--- src/rtl/regfile_wb_arbiter_if.sv ---
// Bundle of signals between the writeback sources, the issue stage and the
// register-file write-port controller.
interface regfile_wb_arbiter_if #(
    parameter int DATA_W   = 8,
    parameter int ADDR_W   = 3,
    parameter int NUM_REGS = 8
);
    logic                req0_valid;
    logic [ADDR_W-1:0]   req0_reg;
    logic [DATA_W-1:0]   req0_data;
    logic                req0_ready;
    logic                req1_valid;
    logic [ADDR_W-1:0]   req1_reg;
    logic [DATA_W-1:0]   req1_data;
    logic                req1_ready;
    logic                rsv_valid;
    logic [ADDR_W-1:0]   rsv_reg;
    logic                rsv_ready;
    logic [ADDR_W-1:0]   chk_reg1;
    logic [ADDR_W-1:0]   chk_reg2;
    logic                hazard;
    logic                rf_we;
    logic [ADDR_W-1:0]   rf_wreg;
    logic [DATA_W-1:0]   rf_wdata;
    logic [NUM_REGS-1:0] busy_mask;

    modport master (
        output req0_valid, req0_reg, req0_data,
        input  req0_ready,
        output req1_valid, req1_reg, req1_data,
        input  req1_ready,
        output rsv_valid, rsv_reg,
        input  rsv_ready,
        output chk_reg1, chk_reg2,
        input  hazard,
        input  rf_we, rf_wreg, rf_wdata, busy_mask
    );

    modport slave (
        input  req0_valid, req0_reg, req0_data,
        output req0_ready,
        input  req1_valid, req1_reg, req1_data,
        output req1_ready,
        input  rsv_valid, rsv_reg,
        output rsv_ready,
        input  chk_reg1, chk_reg2,
        output hazard,
        output rf_we, rf_wreg, rf_wdata, busy_mask
    );
endinterface

--- src/rtl/regfile_wb_arbiter.sv ---
// Round-robin write-port arbiter for the 8x8 register file (ALU vs. load
// writeback) with a per-register busy scoreboard for hazard detection.
module regfile_wb_arbiter #(
    parameter int DATA_W   = 8,
    parameter int ADDR_W   = 3,
    parameter int NUM_REGS = 8
) (
    input  logic                 clk,
    input  logic                 rst,
    regfile_wb_arbiter_if.slave  bus
);

    logic                grant0;
    logic                grant1;
    logic                contend;
    logic                xfer;
    logic [ADDR_W-1:0]   sel_reg;
    logic [DATA_W-1:0]   sel_data;
    logic                rsv_ok;
    logic                rsv_fire;
    logic [NUM_REGS-1:0] set_mask;
    logic [NUM_REGS-1:0] clr_mask;
    logic [NUM_REGS-1:0] busy_next;

    // last_p0 is 1 when requester 1 won the most recent contended cycle
    logic                last_p0;
    logic [NUM_REGS-1:0] busy_p0;
    logic                vld_p1;
    logic [ADDR_W-1:0]   wreg_p1;
    logic [DATA_W-1:0]   wdata_p1;

    always_comb begin
        contend  = bus.req0_valid & bus.req1_valid;
        grant0   = bus.req0_valid & (~bus.req1_valid | last_p0);
        grant1   = bus.req1_valid & (~bus.req0_valid | ~last_p0);
        xfer     = grant0 | grant1;
        sel_reg  = grant1 ? bus.req1_reg  : bus.req0_reg;
        sel_data = grant1 ? bus.req1_data : bus.req0_data;
    end

    always_comb begin
        rsv_ok   = (bus.rsv_reg == '0) | ~busy_p0[bus.rsv_reg];
        rsv_fire = bus.rsv_valid & rsv_ok & (bus.rsv_reg != '0);
        set_mask = '0;
        clr_mask = '0;
        for (int r = 1; r < NUM_REGS; r++) begin
            set_mask[r] = rsv_fire & (bus.rsv_reg == ADDR_W'(r));
            clr_mask[r] = vld_p1   & (wreg_p1     == ADDR_W'(r));
        end
        // set is applied after clear so a reservation survives a same-edge retire
        busy_next = ((busy_p0 & ~clr_mask) | set_mask) & {{(NUM_REGS-1){1'b1}}, 1'b0};
    end

    // Stage p0 -> p1: capture granted write, update contention and scoreboard
    always_ff @(posedge clk) begin
        if (rst) begin
            last_p0  <= 1'b1;
            busy_p0  <= '0;
            vld_p1   <= 1'b0;
            wreg_p1  <= '0;
            wdata_p1 <= '0;
        end else begin
            if (contend) begin
                last_p0 <= grant1;
            end
            busy_p0 <= busy_next;
            if (xfer) begin
                vld_p1   <= (sel_reg != '0);
                wreg_p1  <= sel_reg;
                wdata_p1 <= sel_data;
            end else begin
                vld_p1   <= 1'b0;
            end
        end
    end

    assign bus.req0_ready = grant0;
    assign bus.req1_ready = grant1;
    assign bus.rsv_ready  = rsv_ok;
    assign bus.hazard     = busy_p0[bus.chk_reg1] | busy_p0[bus.chk_reg2];
    assign bus.rf_we      = vld_p1;
    assign bus.rf_wreg    = wreg_p1;
    assign bus.rf_wdata   = wdata_p1;
    assign bus.busy_mask  = busy_p0;

endmodule
--- src/flat_wrapper.sv ---
// flat-port wrapper written by rule: the top's interface ports become plain ports
module regfile_wb_arbiter_flat 
#(
    parameter int DATA_W   = 8,
    parameter int ADDR_W   = 3,
    parameter int NUM_REGS = 8
)
  (clk, rst, bus_req0_valid, bus_req0_reg, bus_req0_data, bus_req0_ready, bus_req1_valid, bus_req1_reg, bus_req1_data, bus_req1_ready, bus_rsv_valid, bus_rsv_reg, bus_rsv_ready, bus_chk_reg1, bus_chk_reg2, bus_hazard, bus_rf_we, bus_rf_wreg, bus_rf_wdata, bus_busy_mask);
  regfile_wb_arbiter_if #(.DATA_W(DATA_W), .ADDR_W(ADDR_W), .NUM_REGS(NUM_REGS)) bus_i ();
  input  logic clk;
  input  logic rst;
  input wire logic [$bits(bus_i.req0_valid)-1:0] bus_req0_valid;
  input wire logic [$bits(bus_i.req0_reg)-1:0] bus_req0_reg;
  input wire logic [$bits(bus_i.req0_data)-1:0] bus_req0_data;
  output wire logic [$bits(bus_i.req0_ready)-1:0] bus_req0_ready;
  input wire logic [$bits(bus_i.req1_valid)-1:0] bus_req1_valid;
  input wire logic [$bits(bus_i.req1_reg)-1:0] bus_req1_reg;
  input wire logic [$bits(bus_i.req1_data)-1:0] bus_req1_data;
  output wire logic [$bits(bus_i.req1_ready)-1:0] bus_req1_ready;
  input wire logic [$bits(bus_i.rsv_valid)-1:0] bus_rsv_valid;
  input wire logic [$bits(bus_i.rsv_reg)-1:0] bus_rsv_reg;
  output wire logic [$bits(bus_i.rsv_ready)-1:0] bus_rsv_ready;
  input wire logic [$bits(bus_i.chk_reg1)-1:0] bus_chk_reg1;
  input wire logic [$bits(bus_i.chk_reg2)-1:0] bus_chk_reg2;
  output wire logic [$bits(bus_i.hazard)-1:0] bus_hazard;
  output wire logic [$bits(bus_i.rf_we)-1:0] bus_rf_we;
  output wire logic [$bits(bus_i.rf_wreg)-1:0] bus_rf_wreg;
  output wire logic [$bits(bus_i.rf_wdata)-1:0] bus_rf_wdata;
  output wire logic [$bits(bus_i.busy_mask)-1:0] bus_busy_mask;
  assign bus_i.req0_valid = bus_req0_valid;
  assign bus_i.req0_reg = bus_req0_reg;
  assign bus_i.req0_data = bus_req0_data;
  assign bus_req0_ready = bus_i.req0_ready;
  assign bus_i.req1_valid = bus_req1_valid;
  assign bus_i.req1_reg = bus_req1_reg;
  assign bus_i.req1_data = bus_req1_data;
  assign bus_req1_ready = bus_i.req1_ready;
  assign bus_i.rsv_valid = bus_rsv_valid;
  assign bus_i.rsv_reg = bus_rsv_reg;
  assign bus_rsv_ready = bus_i.rsv_ready;
  assign bus_i.chk_reg1 = bus_chk_reg1;
  assign bus_i.chk_reg2 = bus_chk_reg2;
  assign bus_hazard = bus_i.hazard;
  assign bus_rf_we = bus_i.rf_we;
  assign bus_rf_wreg = bus_i.rf_wreg;
  assign bus_rf_wdata = bus_i.rf_wdata;
  assign bus_busy_mask = bus_i.busy_mask;
  regfile_wb_arbiter #(.DATA_W(DATA_W), .ADDR_W(ADDR_W), .NUM_REGS(NUM_REGS)) u_core (.clk(clk), .rst(rst), .bus(bus_i));
endmodule
--- config.mk ---
export PLATFORM = sky130hd
export DESIGN_NAME = regfile_wb_arbiter_flat
export DESIGN_NICKNAME = d
export VERILOG_FILES = /design/src/rtl/regfile_wb_arbiter_if.sv /design/src/rtl/regfile_wb_arbiter.sv /design/src/flat_wrapper.sv
export SDC_FILE = /design/constraint.sdc
export NUM_CORES = 1
export LEC_CHECK = 0
export CAP_MARGIN = 10
export CELL_PAD_IN_SITES_DETAIL_PLACEMENT = 1
export CELL_PAD_IN_SITES_GLOBAL_PLACEMENT = 2
export CORE_UTILIZATION = 21
export CTS_CLUSTER_DIAMETER = 60
export DETAILED_ROUTE_END_ITERATION = 12
export HOLD_SLACK_MARGIN = 0.05
export PLACE_DENSITY = 0.85
export SKIP_LAST_GASP = 1
export SLEW_MARGIN = 25
export SYNTH_ARGS = -nofsm -noshare
export SYNTH_HDL_FRONTEND = slang
export SYNTH_SLANG_ARGS = --single-unit
export TNS_END_PERCENT = 5
--- constraint.sdc ---
create_clock -name clk -period 1.7 [get_ports clk]
set_input_delay 0.425 -clock clk [delete_from_list [all_inputs] [get_ports clk]]
set_output_delay 0.425 -clock clk [all_outputs]
set_load 0.1 [all_outputs]
=== Word level (Yosys, flattened, before mapping) ===
Cells that the tools add are included.

* Order comparisons: 3
* Equal/unequal tests: 14
* Muxes and demuxes: 8
* Bitwise gates (word level): 32
* Reductions and logical operators: 4

{| class="wikitable"
|+ Operators with widths
! kind !! count
|-
| equality test 3 bit, second input constant || 8
|-
| bitwise AND 1 bit || 19
|-
| equality test 3 x 2 -> 1 bit, second input constant || 4
|-
| < comparator 3 x 4 -> 1 bit, second input constant || 3
|-
| binary-select mux 1 bit (select 3 bit) || 3
|-
| bitwise AND 8 bit || 1
|-
| 2-to-1 mux 8 bit || 1
|-
| NOT 8 bit || 1
|-
| OR 8 bit || 1
|-
| equality test 3 x 1 -> 1 bit, second input constant || 2
|-
| nonzero test 3 bit || 2
|-
| NOT 1 bit || 5
|-
| OR 1 bit || 5
|-
| zero test 3 bit || 1
|-
| 2-to-1 mux 1 bit || 3
|-
| 2-to-1 mux 3 bit || 1
|-
| OR reduction 2 bit || 1
|}

* Bits in registers: 21
* Input port bits: 36
* Output and inout bits: 24
* Word-level logic and storage cells: 67

=== Longest topological paths before layout ===
Gate-level depths: netlist (run 1).

* Depth after elaboration: 8
* Gate-level depth with buffers: 5
* Gate-level depth less buffers: 3

=== Worst setup path before layout (run 1) ===
OpenSTA, ideal clock, no wires.

* Kind: register to output
* From: reg u_core.busy_p0[1] (netlist: u_core.bus.busy_mask[1])
* To: out bus_hazard
* Arrival time: 3.699 ns
* Setup slack: -2.424 ns
* Stages on the path, launching flop included: 4
* Buffers on the path: 0
* Cell sequence: dfxtp_1 > mux2_2 > a221oi_1 > o32ai_1

* Word-level cells in the longest chain between the ends: 3
* Elaborated cells on any way between the ends: 5
* Those cells by class: mux (4); bitwise (1)

{| class="wikitable"
|+ Ends and longest elaborated chain
! item !! RTL line !! source
|-
| start, declared || regfile_wb_arbiter.sv:27 || <nowiki>logic [NUM_REGS-1:0] busy_p0;</nowiki>
|-
| start signal, assigned || regfile_wb_arbiter.sv:66 || <nowiki>busy_p0 <= busy_next;</nowiki>
|-
| binary-select mux 1 bit (select 3 bit) || regfile_wb_arbiter.sv:80 || <nowiki>assign bus.hazard = busy_p0[bus.chk_reg1] | busy_p0[bus.chk_reg2];</nowiki>
|-
| 2-to-1 mux 1 bit (implied by the code) || regfile_wb_arbiter.sv:80 ||
|-
| OR 1 bit (*) || regfile_wb_arbiter.sv:80 ||
|-
| end, declared || flat_wrapper.sv:25 || <nowiki>output wire logic [$bits(bus_i.hazard)-1:0] bus_hazard;</nowiki>
|}

Mark *: on every way between the ends. The rest lies on a longest branch, timed or not. The select of a mux whose other input is x is not followed.

=== Final worst setup path (run 1) ===
* From: reg u_core.busy_p0[2] (netlist: u_core.bus.busy_mask[2])
* To: out bus_hazard

Same word-level chain as after synthesis.

==> results.py, run 1 <==
metrics = {
    "power": {
        "max-vdd-ir-drop_mv": 0.429,
        "leakage_nw": 0.928,
        "p_int_mw": 1.01,
        "power_mw": 1.61,
        "sw_frac_of_total": 0.375,
        "clkPwrFrac": 0.225,
        "power_frac_comb": 0.444,
        "power_frac_seq": 0.331,
        "p_sw_mw": 0.604,
        "power_per_cell_area_nw_per_um2": 694,
    },
    "sta": {
        "timing.fmax_ghz": 0.518,
        "rsz0062_at_grt": "true",
        "final_max_slew_viol_count": 0,
        "tns_ns": -0.696,
        "period_needed_ns": 1.93,
        "hold_violations": 0,
        "finalSetupViolations": 4,
        "whs_ns": 0.484,
        "fin_ws_ns": -0.229,
        "skew_ns": 0.000883,
        "period_share": 1.13,
    },
    "logic_synthesis": {
        "yosys.area.top_type_share": 0.362,
        "synth_cells": 120,
        "ys.warnings.count": 0,
        "ys_seq_elements": 20,
        "netlist_area_um2": 1110,
        "synth_edf_count": 0,
        "yosys-top-cells-area": "dfxtp_1, mux2i_1, mux2_2",
        "synth_area_leader_cell": "dfxtp_1",
        "syn_nets": 156,
        "synth-seq-area-share": 0.362,
        "postSynthAreaPerCell_um2": 9.22,
        "ys.flop_type": "dfxtp_1",
        "ys_types": 34,
        "ys_async_sr_fraction": 0,
    },
    "grt": {
        "grtUsageTotal": 0.151,
        "grt_pass1_wl_um": 6440,
        "grt_max_degree": 13,
        "antenna_found_initial": 0,
        "grt_pass1_vias": 1368,
        "overflow": 0,
    },
    "min_path": {
        "hold_path_class": "reg -> reg",
    },
    "outcome": {
        "violations": "negative setup slack",
        "run_status": "finished with violations",
    },
    "run": {
        "max-cap-violations": 0,
    },
    "drt": {
        "drt_iter0_markers": 31,
        "vias_per_cell": 4.53,
        "routedWlPerCell_um": 13.6,
        "drt_first_pass_iters": 4,
        "drc": 0,
        "vias": 1240,
        "wl_um": 3730,
        "drtAntennaViolNets": 0,
    },
    "layout": {
        "layoutNonFillerInstCount": 274,
        "final_area_um2": 2320,
        "antenna_cells": 0,
        "drive_gt1_frac": 0.422,
        "num-fill-cells": 579,
        "layout.nets": 241,
        "utilization": 0.457,
        "syn_to_final_growth_pct": 110,
    },
    "cts": {
        "cts_root_buf": "clkbuf_8",
        "holdBufCountCts": 0,
        "insertion_delay_ns": 0.26,
        "cts_tree": "done",
        "cts_buffer_depth": 2,
        "htree_levels": 1,
        "clk_pin_slew_ns": 0.07,
        "cts_buffers": 3,
        "cts.sinks": 20,
    },
    "worst_setup_path": {
        "end_kind": "output port",
        "path_cells": "mux2_2 -> nor3b_2 -> buf_4 -> o32ai_4 -> buf_12",
        "critPathKind": "reg -> out",
        "critPathLaunchType": "flop",
        "max_stage_delay_ns": 0.37,
        "worst-path-buf-inv": 2,
        "worst_ep_required_time_ns": 1.27,
        "critPathTopFamily": "flip-flops",
        "arrival_ns": 1.50,
        "slowest_stage": "dfxtp_4",
        "worst-path-max-fanout": 6,
    },
    "place": {
        "port_buffers": 58,
        "dpl.hpwl_um": 3070,
        "dpl_cell_area_um2": 2220,
        "preCtsSetupSlack_ns": -0.677,
        "globalplace.congestion": 0.762,
        "place_inst": 268,
    },
    "floorplan": {
        "dieArea_um2": 5560,
        "start_util": 0.218,
        "die_w_um": 74.6,
        "core.rowCount": 26,
        "die_y_um": 74.6,
        "coreArea_um2": 5070,
        "pin_count": 60,
    },
}
-- placed cells by master, fill, tap and decap left out, drive strengths merged, types with 2 or more instances in the layout --
master | Yosys | final
a211oi | 7 | 7
a21boi | 2 | 2
a21oi | 4 | 4
a221oi | 2 | 2
a31oi | 3 | 3
and3 | 2 | 2
buf | 4 | 54
clkbuf | 1 | 4
clkdlybuf4s50 | 0 | 27
dfxtp | 20 | 20
dlygate4sd2 | 0 | 2
inv | 2 | 2
mux2 | 6 | 6
mux2i | 12 | 12
nand2 | 15 | 15
nand2b | 3 | 3
nor2 | 3 | 3
nor2b | 5 | 5
nor3 | 3 | 3
nor3b | 3 | 3
o21ai | 13 | 13
o21bai | 2 | 2
-- synth_stat cells (2+ instances only) --
cell type and number:
o21bai_1 2, nor2b_1 5, o21ai_1 7, mux2i_1 12, nand2_1 15, nor2_1 3
inv_1 2, mux2_2 6, a31oi_1 3, a211oi_1 6, dfxtp_1 20, nor3_1 3
buf_2 2, o21ai_0 6, nand2b_1 3, a221oi_1 2, nor3b_1 3, a21oi_1 4
-- cell families after synthesis --
logic type / after synthesis / synth area share
AOI/OAI and AO/OA: 37 / 0.230
and+or+nand+nor: 36 / 0.171
DFF: 20 / 0.362
muxes: 19 / 0.190
buffers and inverters: 7 / 0.0441
other: 1 / 0.00339
-- power by group through the flow --
stage / clock network, mW / registers (mW) / logic, mW
after floorplan: 0 / 0.731 / 0.193
after global placement: 0 / 0.544 / 0.701
after detailed placement: 0 / 0.546 / 0.711
after CTS: 0.375 / 0.535 / 0.720
after global routing: 0.395 / 0.540 / 0.748
final: 0.362 / 0.534 / 0.715
-- per-layer routing --
metal	vias up	part of all wire	wire length [µm]	track usage
li1	612	-	-	-
met1	585	0.40	1470	0.171
met2	41	0.54	2000	0.277
met3	2	0.064	239	0.0474
met4	0	0.0043	16	0.0273
met5	-	0	0	0
-- layout make-up --
class / instances / area, µm² / area share
Multi-Input combinational cell: 93 / 741 / 0.319
Timing Repair Buffer: 85 / 1000 / 0.432
Clock buffer: 4 / 55.1 / 0.0237
Tap cell: 70 / 87.6 / 0.0378
Inverter: 2 / 7.51 / 0.00324
Sequential cell: 20 / 427 / 0.184
-- worst min-delay path: stages, from the launching register on --
cell and delay [ns]:
dfxtp_1 0.34, nand2_1 0.06, o21ai_1 0.05
-- path summary, 6_finish.rpt --
| check | start | endpoint | slack, ns | cells after the start |
|---|---|---|---|---|
| worst min-delay path | u_core.bus.rf_wdata[7]$_SDFFE_PP0N_ | u_core.bus.rf_wdata[7]$_SDFFE_PP0N_ | 0.48 | 2 |
| worst min register to register | u_core.bus.rf_wdata[7]$_SDFFE_PP0N_ | u_core.bus.rf_wdata[7]$_SDFFE_PP0N_ | 0.48 | 2 |
| worst max-delay path | u_core.bus.busy_mask[2]$_SDFF_PP0_ | bus_hazard | -0.23 | 5 |
| worst max register to register | u_core.bus.busy_mask[4]$_SDFF_PP0_ | u_core.bus.busy_mask[4]$_SDFF_PP0_ | 0.45 | 3 |
-- registers in the layout (all words and copies together) (netlist names) --
register and cells:
u_core.last_p0 1, u_core.bus.busy_mask 7, u_core.bus.rf_we 1, u_core.bus.rf_wdata 8
u_core.bus.rf_wreg 3
-- repair_timing --
| item | 4_1_cts | 5_1_grt |
|---|---|---|
| buffers inserted | 2 | 0 |
| gates resized for setup | 30 | 1 |
| pin swaps | 6 | 2 |
| endpoints found under the setup margin | 4 | 4 |
(Power assumes the default switching activity.)
==> run 2, diff against run 1 <==
Settings changed: CORE_ASPECT_RATIO set to 0.6.
==> results.py, run 2 (same netlist as run 1, synthesis figures left out) <==
metrics = {
    "grt": {
        "grt_pass1_vias": 1263,
        "grtUsageTotal": 0.158,
        "grt_max_degree": 13,
        "overflow": 0,
        "grt_pass1_wl_um": 6540,
        "antenna_found_initial": 0,
    },
    "floorplan": {
        "dieArea_um2": 5570,
        "coreArea_um2": 5050,
        "die_y_um": 58.2,
        "start_util": 0.219,
        "core.rowCount": 20,
        "die_w_um": 95.7,
        "pin_count": 60,
    },
    "worst_setup_path": {
        "arrival_ns": 1.57,
        "r2r-end": "u_core.bus.rf_wreg[1]$_SDFFE_PP0N_",
        "worst_ep_required_time_ns": 1.27,
        "critPathKind": "reg -> out",
        "reg2regPathDepth": 4,
        "end_kind": "output port",
        "worst-path-max-fanout": 3,
        "critPathLaunchType": "flop",
        "ff2ff_setup_slack_ns": 0.48,
        "regToRegStartpoint": "u_core.last_p0$_SDFFE_PP1P_",
    },
    "sta": {
        "hold_violations": 0,
        "final_max_slew_viol_count": 0,
        "skew_ns": 0.00348,
        "rsz0062_at_grt": "true",
        "period_share": 1.17,
        "timing.fmax_ghz": 0.501,
        "fin_ws_ns": -0.297,
        "whs_ns": 0.484,
        "finalSetupViolations": 4,
        "period_needed_ns": 2.00,
    },
    "layout": {
        "antenna_cells": 0,
        "layoutNonFillerInstCount": 267,
        "layout.nets": 238,
        "drive_gt1_frac": 0.403,
        "mostFrequentLayoutCell": "clkdlybuf4s50_1",
        "num-fill-cells": 556,
        "syn_to_final_growth_pct": 107,
        "largest_register_ffs": 8,
        "final_cell_mix": "clkdlybuf4s50_1, buf_12, buf_4, nand2_1, dfxtp_1",
    },
    "drt": {
        "drt_iter0_markers": 45,
        "routedWlPerCell_um": 14.9,
        "vias": 1219,
        "drtAntennaViolNets": 0,
        "vias_per_cell": 4.57,
        "wl_um": 3970,
        "drc": 0,
        "drt_first_pass_iters": 3,
    },
    "place": {
        "globalplace.congestion": 0.725,
        "dpl.hpwl_um": 3320,
        "port_buffers": 58,
        "place_inst": 263,
        "preCtsSetupSlack_ns": -0.711,
    },
    "cts": {
        "cts_root_buf": "clkbuf_8",
        "clk_pin_slew_ns": 0.07,
        "htree_levels": 1,
        "insertion_delay_ns": 0.25,
        "cts_buffer_depth": 2,
        "cts.sinks": 20,
        "cts_buffers": 3,
        "cts_tree": "done",
    },
    "power": {
        "power_per_cell_area_nw_per_um2": 684,
        "leakage_nw": 0.903,
        "power_mw": 1.57,
        "max-vdd-ir-drop_mv": 0.315,
    },
    "run": {
        "max-cap-violations": 0,
    },
    "min_path": {
        "whs_path_depth": 2,
        "hold_path_class": "reg -> reg",
        "holdCritStartpoint": "u_core.bus.rf_wdata[6]$_SDFFE_PP0N_",
        "hold_path_end": "u_core.bus.rf_wdata[6]$_SDFFE_PP0N_",
    },
    "outcome": {
        "run_status": "finished with violations",
        "violations": "negative setup slack",
    },
}
==> run 2: area by class of cell <==
cell class | instances | area (µm²) | share of cell area
timing repair buffer | 82 | 987 | 0.430
multi-input combinational | 93 | 744 | 0.325
sequential | 20 | 427 | 0.186
tap | 66 | 82.6 | 0.0360
clock buffer | 4 | 45.0 | 0.0196
inverter | 2 | 7.51 | 0.00327
==> run 2: timing repair <==
item | CTS | global route
hold buffers | 0 | 0
setup buffers | 0 | 0
gates resized for setup | 25 | 1
setup endpoints to repair | 4 | 4
pin swaps | 3 | 1
==> run 2: metrics by stage <==
| step | setup TNS, ns | utilization | area (µm²) |
|---|---|---|---|
| after floorplan | -0.706 | - | 1180 |
| after global placement | -3.41 | 0.437 | 2210 |
| after detailed placement | -3.44 | 0.437 | 2210 |
| after CTS | -0.907 | 0.455 | 2300 |
| after global routing | -1.04 | 0.454 | 2290 |
| final | -0.854 | 0.454 | 2290 |
==> run 2: worst max path at each step <==
stage                                       startpoint  cells after the start  slack [ns]       endpoint
floorplan           u_core.bus.busy_mask[1]$_SDFF_PP0_                      3       -0.40     bus_hazard
global placement                        bus_rsv_reg[0]                      5       -0.66  bus_rsv_ready
detailed placement                      bus_rsv_reg[0]                      5       -0.71  bus_rsv_ready
CTS                 u_core.bus.busy_mask[5]$_SDFF_PP0_                      4       -0.32  bus_rsv_ready
global route        u_core.bus.busy_mask[5]$_SDFF_PP0_                      4       -0.35  bus_rsv_ready
finish              u_core.bus.busy_mask[5]$_SDFF_PP0_                      4       -0.30  bus_rsv_ready
==> run 2: metal layers <==
layer / GRT usage / vias to the layer above / part of all wire
met2: 0.246 / 27 / 0.45
met1: 0.210 / 578 / 0.48
met3: 0.0538 / 6 / 0.059
met4: 0.0384 / 0 / 0.011
li1: - / 608 / -
met5: 0 / - / 0
==> run 2: power breakdown <==
part           internal, mW  switching [mW]  total [mW]
logic                 0.306           0.408       0.714
clock network         0.167           0.152       0.319
registers             0.492          0.0436       0.536
==> run 2: worst max-delay path, stage by stage (launching register included) <==
cell     delay (ns)
dfxtp_4        0.35
buf_4          0.14
mux4_2         0.48
o21ai_4        0.16
buf_12         0.19
==> run 3, diff against run 2 <==
Settings changed: CORE_ASPECT_RATIO 0.6 to not set, CTS_BUF_LIST set to sky130_fd_sc_hd__clkbuf_16.
==> results.py, run 3 (same netlist as run 1, synthesis figures left out) <==
metrics = {
    "sta": {
        "fin_ws_ns": -0.224,
        "period_needed_ns": 1.92,
        "final_max_slew_viol_count": 0,
        "skew_ns": 0.00143,
        "hold_violations": 0,
        "timing.fmax_ghz": 0.520,
        "finalSetupViolations": 4,
        "period_share": 1.13,
        "rsz0062_at_grt": "true",
    },
    "cts": {
        "cts_root_buf": "clkbuf_16",
        "cts.sinks": 20,
        "insertion_delay_ns": 0.25,
        "htree_levels": 1,
        "clk_pin_slew_ns": 0.06,
        "cts_buffers": 3,
        "holdBufCountCts": 0,
        "cts_tree": "done",
        "cts_buffer_depth": 2,
    },
    "place": {
        "port_buffers": 58,
        "dpl.hpwl_um": 3070,
        "preCtsSetupSlack_ns": -0.677,
        "globalplace.congestion": 0.762,
    },
    "worst_setup_path": {
        "worst-path-buf-inv": 2,
        "ff2ff_setup_slack_ns": 0.45,
        "max_stage_delay_ns": 0.35,
        "reg2regPathDepth": 3,
        "critPathLaunchType": "input port",
        "end_kind": "output port",
        "critPathTopFamily": "buffers and inverters",
        "path_cells": "clkdlybuf4s15_2 -> mux2_2 -> o22ai_2 -> o32ai_4 -> buf_12",
        "crit_end": "bus_hazard",
        "worst_ep_required_time_ns": 1.27,
        "slowest_stage": "mux2_2",
        "cp-startpoint": "bus_chk_reg1[0]",
        "path_depth": 5,
        "critPathKind": "in -> out",
        "regToRegStartpoint": "u_core.bus.busy_mask[4]$_SDFF_PP0_",
        "r2r-end": "u_core.bus.busy_mask[4]$_SDFF_PP0_",
        "worst-path-max-fanout": 3,
        "arrival_ns": 1.50,
    },
    "floorplan": {
        "dieArea_um2": 5560,
        "core.rowCount": 26,
        "die_w_um": 74.6,
        "start_util": 0.218,
        "die_y_um": 74.6,
        "coreArea_um2": 5070,
        "pin_count": 60,
    },
    "layout": {
        "layout.nets": 241,
        "syn_to_final_growth_pct": 112,
        "largest_register_ffs": 8,
        "final_cell_mix": "clkdlybuf4s50_1, buf_4, buf_12, nand2_1, dfxtp_1",
        "mostFrequentLayoutCell": "clkdlybuf4s50_1",
        "utilization": 0.461,
        "antenna_cells": 0,
        "drive_gt1_frac": 0.422,
    },
    "grt": {
        "grt_pass1_wl_um": 6500,
        "grt_max_degree": 13,
        "antenna_found_initial": 0,
        "grt_busiest_layer": "met2",
        "use_met2": 0.275,
        "overflow": 0,
        "grtUsageTotal": 0.154,
        "grtUsageMet3": 0.0434,
        "grt_pass1_vias": 1354,
        "grt_use_met1": 0.178,
    },
    "min_path": {
        "hold_path_class": "reg -> reg",
    },
    "power": {
        "leakage_nw": 0.933,
        "power_mw": 1.74,
        "power_per_cell_area_nw_per_um2": 744,
        "max-vdd-ir-drop_mv": 0.367,
    },
    "outcome": {
        "run_status": "finished with violations",
        "violations": "negative setup slack",
    },
    "drt": {
        "drc": 0,
        "routedWlPerCell_um": 13.7,
        "drt_iter0_markers": 40,
        "drt_first_pass_iters": 3,
        "drtAntennaViolNets": 0,
        "vias": 1242,
        "wl_um": 3770,
        "vias_per_cell": 4.53,
    },
    "run": {
        "max-cap-violations": 0,
    },
}
[run 3: worst reg2reg max path, delay by kind of cell (launching register included)]
kind | cells | cell delay (ns)
buf+inv | 1 | 0.15
flops | 1 | 0.37
compound gates | 1 | 0.18
simple gates | 1 | 0.47
[run 3: power breakdown]
part	total, mW	internal, mW	switching [mW]
Sequential	0.535	0.493	0.0416
Combinational	0.714	0.308	0.406
Clock	0.493	0.314	0.178
Total	1.74	1.11	0.626
[run 3: final cells by class]
cell class | count | area [µm²]
fill | 577 | 2740
timing repair buffer | 85 | 998
multi-input combinational | 93 | 741
sequential | 20 | 427
tap | 70 | 87.6
clock buffer | 3 | 75.1
inverter | 2 | 7.51
clock inverter | 1 | 3.75
[run 3: metal layers]
| layer | up-vias | wire (µm) |
|---|---|---|
| met4 | 0 | 35 |
| met2 | 40 | 2000 |
| met3 | 5 | 227 |
| met5 | - | 0 |
| met1 | 585 | 1500 |
| li1 | 612 | - |
[run 3: worst min-delay path by stage]
| stage | to | slack [ns] | cells past startpoint | startpoint |
|---|---|---|---|---|
| after global routing | u_core.bus.busy_mask[6]$_SDFF_PP0_ | 0.52 | 1 | u_core.bus.busy_mask[6]$_SDFF_PP0_ |
| final | u_core.bus.rf_wdata[7]$_SDFFE_PP0N_ | 0.48 | 2 | u_core.bus.rf_wdata[7]$_SDFFE_PP0N_ |
| after CTS | u_core.bus.rf_wdata[7]$_SDFFE_PP0N_ | 0.49 | 2 | u_core.bus.rf_wdata[7]$_SDFFE_PP0N_ |
| after floorplan | u_core.last_p0$_SDFFE_PP1P_ | 0.56 | 2 | u_core.last_p0$_SDFFE_PP1P_ |
| after detailed placement | u_core.bus.rf_wdata[7]$_SDFFE_PP0N_ | 0.48 | 2 | u_core.bus.rf_wdata[7]$_SDFFE_PP0N_ |
| after global placement | u_core.bus.busy_mask[2]$_SDFF_PP0_ | 0.47 | 1 | u_core.bus.busy_mask[2]$_SDFF_PP0_ |
[run 3: repair_timing]
item	4_1_cts	5_1_grt
buffers inserted	2	0
endpoints found under the hold margin	0	0
resized for setup	31	0
setup endpoints to repair	4	4
pin swaps	6	1
[run 3: through the flow]
stage          hold WS (ns)  instance area, µm²  setup TNS, ns  instances
6_report              0.483                2340         -0.683        274
5_1_grt               0.515                2340         -0.862        274
4_1_cts               0.487                2340         -0.722        274
3_5_place_dp          0.479                2220          -3.01        268
3_3_place_gp          0.473                2220          -2.73        268
2_1_floorplan         0.558                1180         -0.706        120
